--- config.mk ---
export PLATFORM = sky130hd
export DESIGN_NAME = inst_fetch_ctrl
export DESIGN_NICKNAME = d
export VERILOG_FILES = /design/src/rtl/inst_fetch_pkg.sv /design/src/rtl/inst_fetch_ctrl_queue.sv /design/src/rtl/inst_fetch_ctrl.sv
export SDC_FILE = /design/constraint.sdc
export NUM_CORES = 1
export LEC_CHECK = 0
export CAP_MARGIN = 10
export CORE_UTILIZATION = 50
export CTS_CLUSTER_DIAMETER = 40
export DETAILED_ROUTE_END_ITERATION = 6
export PLACE_DENSITY = 0.76
export REMOVE_ABC_BUFFERS = 1
export SYNTH_ARGS = -nofsm -noshare
export SYNTH_HDL_FRONTEND = slang
export SYNTH_SLANG_ARGS = --single-unit
--- constraint.sdc ---
create_clock -name clk -period 2 [get_ports clk]
set_input_delay 0.5 -clock clk [delete_from_list [all_inputs] [get_ports clk]]
set_output_delay 0.5 -clock clk [all_outputs]
set_load 0.1 [all_outputs]
--- src/rtl/inst_fetch_pkg.sv ---
// inst_fetch_pkg: shared types and constants for the instruction fetch controller
package inst_fetch_pkg;
  localparam logic [31:0] NOP_INST = 32'h0000_0013;
  typedef enum logic {RUN, HALT} fetch_state_e;
  typedef struct packed {
    logic [31:0] inst;
    logic [31:0] pc;
    logic        fault;
  } fetch_entry_t;
endpackage

--- src/rtl/inst_fetch_ctrl_queue.sv ---
// fetch_queue: synchronous FIFO of fetch entries with flush and a head read port
module fetch_queue
  import inst_fetch_pkg::*;
#(
  parameter int DEPTH = 4,
  localparam int PW = $clog2(DEPTH),
  localparam int CW = $clog2(DEPTH + 1)
) (
  input  logic          clk,
  input  logic          rst_n,
  input  logic          flush_i,
  input  logic          push_i,
  input  logic          pop_i,
  input  fetch_entry_t  entry_i,
  output logic [CW-1:0] count_o,
  output fetch_entry_t  head_o
);
  fetch_entry_t  mem_q [DEPTH];
  logic [PW-1:0] rd_q, wr_q;
  logic [CW-1:0] count_q;
  // storage, pointers and occupancy; flush empties the queue in one cycle
  always_ff @(posedge clk or negedge rst_n) begin
    if (!rst_n) begin
      for (int i = 0; i < DEPTH; i++) mem_q[i] <= '0;
      rd_q    <= '0;
      wr_q    <= '0;
      count_q <= '0;
    end else if (flush_i) begin
      rd_q    <= '0;
      wr_q    <= '0;
      count_q <= '0;
    end else begin
      if (push_i) mem_q[wr_q] <= entry_i;
      if (push_i) wr_q <= wr_q + 1'b1;
      if (pop_i) rd_q <= rd_q + 1'b1;
      count_q <= count_q + CW'(push_i) - CW'(pop_i);
    end
  end
  assign count_o = count_q;
  assign head_o  = mem_q[rd_q];
endmodule

--- src/rtl/inst_fetch_ctrl.sv ---
// inst_fetch_ctrl: owns the fetch PC, tags fetched words and buffers them for decode
module inst_fetch_ctrl
  import inst_fetch_pkg::*;
#(
  parameter logic [31:0] RESET_PC  = 32'h0000_0000,
  parameter int          QDEPTH    = 4,
  parameter int          MEM_BYTES = 1024
) (
  input  logic        clk,
  input  logic        rst_n,
  input  logic        fetch_en,
  output logic [31:0] imem_pc,
  input  logic [31:0] imem_inst,
  input  logic        redirect_valid,
  input  logic [31:0] redirect_pc,
  output logic        out_valid,
  input  logic        out_ready,
  output logic [31:0] out_inst,
  output logic [31:0] out_pc,
  output logic        out_fault,
  output logic        halted
);
  localparam int CW = $clog2(QDEPTH + 1);
  logic [31:0]   fpc_q, fpc_d;
  fetch_state_e  state_q, state_d;
  logic [CW-1:0] count;
  fetch_entry_t  head, entry;
  logic          push, pop, legal;
  // fetch PC and run/halt state
  always_ff @(posedge clk or negedge rst_n) begin
    if (!rst_n) begin
      fpc_q   <= RESET_PC;
      state_q <= RUN;
    end else begin
      fpc_q   <= fpc_d;
      state_q <= state_d;
    end
  end
  // handshake gating, entry formation and next state; redirect overrides everything
  always_comb begin
    legal     = fpc_q[1:0] == 2'b00 && fpc_q <= 32'(MEM_BYTES - 4);
    out_valid = count != '0 && !redirect_valid;
    pop       = out_valid && out_ready;
    push      = state_q == RUN && fetch_en && !redirect_valid && (count < CW'(QDEPTH) || pop);
    entry     = legal ? {imem_inst, fpc_q, 1'b0} : {NOP_INST, fpc_q, 1'b1};
    fpc_d     = redirect_valid ? redirect_pc : (push && legal) ? fpc_q + 32'd4 : fpc_q;
    state_d   = redirect_valid ? RUN : (push && !legal) ? HALT : state_q;
  end
  fetch_queue #(.DEPTH(QDEPTH)) u_queue (
    .clk     (clk),
    .rst_n   (rst_n),
    .flush_i (redirect_valid),
    .push_i  (push),
    .pop_i   (pop),
    .entry_i (entry),
    .count_o (count),
    .head_o  (head)
  );
  assign imem_pc   = fpc_q;
  assign out_inst  = head.inst;
  assign out_pc    = head.pc;
  assign out_fault = head.fault;
  assign halted    = state_q == HALT;
endmodule
==> results by group <==
Setup path
  – Critical R2R Capture: u_queue.mem_q[176]
  – Worst path depth: 4
  – Crit Path Max Fanout: 7
  – CP top delay family: multiplexers
  – Bufs and invs on worst path: 3
  – Worst r2r src: imem_pc[29]
  – WP data required: 1.50 ns
  – CP Class: reg -> out
  – Startpoint types: flip-flop
  – Crit path cell chain: buf_6 > clkbuf_16 > mux4_2 > buf_12
  – Worst R2R Setup Slack: 0 ns
  – Crit end category: output port
  – Critical path's slowest cell: mux4_2
  – Reg2Reg Depth: 9
  – CP peak stage delay: 0.55 ns
  – Worst Path Arrival: 2.04 ns

Clocking
  – Clk buf depth: 3
  – TritonCTS buffer count: slightly above 40
  – CTS root buffer: clkbuf_16
  – Clk sinks: 300
  – Clk slew on worst S/H paths: approximately 0.06 ns
  – CTS tree: done
  – Htree depth: 2
  – Worst skew pair latency: 0.52 ns

Floorplanning
  – Die ar.: 27000 um^2
  – Area of the core: 26000 um^2
  – Die W: 164 um
  – IO Count: 168
  – Starting density of the core: 0.508
  – Row cnt: 59
  – DIE HEIGHT: 164 um

Global route
  – Gr ovfl total: 0
  – First-pass GRT wire length: approximately 50 mm
  – Vias in the first global route: 9470
  – Global Route Usage Sum: 0.244
  – Largest net degree at the start of global routing: 63
  – Initial antenna violation count: 0

Yosys
  – Post-Synth Simple-Gate Area: 0.0770
  – Xor/xnor cell area share of the yosys netlist: 0.00465
  – Top cells by area, synth: dfrtp_1 57%, mux2_2 13%, mux4_2 11%, nand2_1 4.9%, o21ai_1 4.1%
  – Post-synth top flop: dfrtp_1
  – Yosys warns: 0
  – Main combinational cell family by area after synthesis: multiplexers
  – Synth unique cells: 41
  – Syn Area/Cell: about 13 um^2
  – Synth Register Bits: 300
  – Compound-Gate Fraction of Synth Area: 0.0556
  – Mapped cell area: 13200 um^2
  – Synth Instances: around 1000
  – Fraction of registers with async set/reset: 1.00
  – Sequential share of the synthesized area: 0.569
  – Mux contribution to synthesized area: 0.243
  – EDFF count, synth: 0
  – Synth Area in Adders: 0.00815
  – Synth top area share: 0.569
  – Area leader, netlist: dfrtp_1

Timing
  – Final Hold Fails: 0
  – Finish-stage setup viols: 65
  – Max-slew violations: 0
  – Fmax: between 300 and 400 MHz
  – RSZ-0062 raised after global routing: yes
  – Slew Limit Headroom: 0.749
  – Slew @ Worst Pin: 0.377 ns
  – Clock Skew: approximately 0.016 ns
  – Slack of the critical path: -0.541 ns
  – Tmin final: 2.54 ns
  – Ratio of final minimum period to clock period: 1.27

Drt
  – DRC viols: 0
  – WL per Instance: between 20 and 25 um
  – Routed WL: 32.5 mm
  – Vias: 8968
  – Avg Vias per Cell: approximately 5.6
  – DRT Pass-1 Iters: 5
  – Antenna viol nets, final: 0
  – 1st-iter DRT viols: 565

Place
  – Post-DP HPWL: 19.5 mm
  – DP Area: ~17000 um^2
  – Port-buffer cells: 167
  – Final GP Congestion: approximately 0.79
  – Placed Instances: between 1000 and 1500

Cells and area
  – Design Area, Final: 19000 um^2
  – Final #Nets: 1305
  – Non-Filler Instances: 1595
  – Share of cells above drive strength 1: 0.473
  – P&R area growth vs syn: 44.3%
  – # fillers: ~1600
  – Antenna cells: 0

Hold path
  – Worst hold path type: in -> async

Flow run
  – Max cap viols: 0

Pwr
  – Peak VDD IR: 1.27 mV
  – Power Density: 1420 nW/um^2
  – Leakage: roughly 0.0084 uW

Run status
  – Failing checks: negative setup slack
  – Status: finished, violations left
## cell families after synthesis
family	Yosys count
AO/OA/AOI/OAI	144
flip-flops	300
buffers and inverters	105
XOR/XNOR	7
AND/OR/NAND/NOR	217
adder cells (fa/ha/maj)	8
multiplexers	220
## per-stage QoR
step	setup TNS (ns)	hold slack, ns	util	total power (uW)	setup WS [ns]
5_1_grt	-38.10	0.499	0.733	27900	-0.589
3_5_place_dp	-73.24	0.428	0.647	19000	-0.459
6_report	-33.15	0.480	0.733	27000	-0.541
3_3_place_gp	-69.49	0.428	0.647	18800	-0.430
4_1_cts	-41.04	0.469	0.718	27000	-0.624
2_1_floorplan	-526.73	0.204	-	14800	-2.06
## worst max path at each step
stage                                from            endpoint  slack (ns)
after floorplan           u_queue.rd_q[0]           out_fault       -2.06
after global placement          out_ready  u_queue.count_o[2]       -0.43
after detailed placement        out_ready  u_queue.count_o[2]       -0.46
after CTS                 u_queue.rd_q[0]           out_pc[5]       -0.62
after global routing      u_queue.rd_q[0]        out_inst[16]       -0.59
final                     u_queue.rd_q[0]          out_pc[10]       -0.54
## layout by cell type, fill, tap and decap left out, types with 4 or more instances in the layout
cell type,Yosys,layout
buf_4,35,64
o21ai_2,0,33
dfrtp_1,300,298
nand2_2,1,19
bufinv_16,0,4
ha_1,7,7
inv_6,0,5
o21ai_1,109,81
nor2b_1,4,4
buf_6,0,7
clkinv_4,0,5
buf_12,0,132
clkbuf_16,0,46
xnor2_1,4,4
inv_1,7,7
nor3_2,3,5
nor4_4,4,7
clkdlybuf4s50_1,0,66
mux2_2,151,151
nand2_4,0,14
buf_16,0,4
nand2_1,173,141
clkbuf_8,0,9
mux4_2,65,65
o21ai_0,27,22
nor2_1,8,8
## cells in the mapped netlist, drive strengths merged, types with 2 or more instances
library cell,n
nand4,2
nor3b,2
a21oi,3
nor3,8
nand3,4
a211oi,2
buf,69
nor2b,4
ha,7
nor2,9
xnor2,4
mux2,155
xor2,3
nor4,8
clkbuf,28
and3,2
inv,8
o21ai,136
nand2,174
mux4,65
dfrtp,300
## per-layer routing
metal	GRT usage	vias to the layer above	share of wire
li1	-	4000	-
met1	0.317	4639	0.41
met2	0.411	271	0.52
met3	0.0563	58	0.056
met4	0.0701	0	0.020
met5	0	-	0
## flip-flops by register name, indices dropped and copies added, names as in the netlist
name,cells
imem_pc,32
u_queue.wr_q,2
u_queue.count_o,3
u_queue.mem_q,260
u_queue.rd_q,2
halted,1
## report_power, final
part	total, uW	switching [uW]	internal [uW]
clock	7590	2760	4830
combinational	11300	6590	4750
sequential	8050	725	7330
## repair_timing
action	4_1_cts	5_1_grt
cloned	6	3
pin swaps	13	28
hold buffers	1	0
endpoints found under the hold margin	39	0
setup buffers	10	10
gates resized for setup	36	85
endpoints found under the setup margin	77	191
## final cells by class
cell class	instances	area (um^2)	area share
Clock buffer	55	1210	0.0636
Clock inverter	20	255	0.0134
Sequential cell	300	7510	0.395
Multi-Input combinational cell	596	5510	0.289
Timing Repair Buffer	281	4110	0.216
Tap cell	335	419	0.0220
Inverter	8	30.0	0.00158
## worst reg2reg max path: stages (launching register included)
cell     delay (ns)
dfrtp_1        0.40
nor4_4         0.39
nand4_4        0.18
buf_6          0.17
nor2_4         0.14
buf_12         0.14
buf_6          0.11
buf_16         0.15
nand2_4        0.09
o21ai_2        0.14
Note: power is estimated with default switching activity, not from simulation.
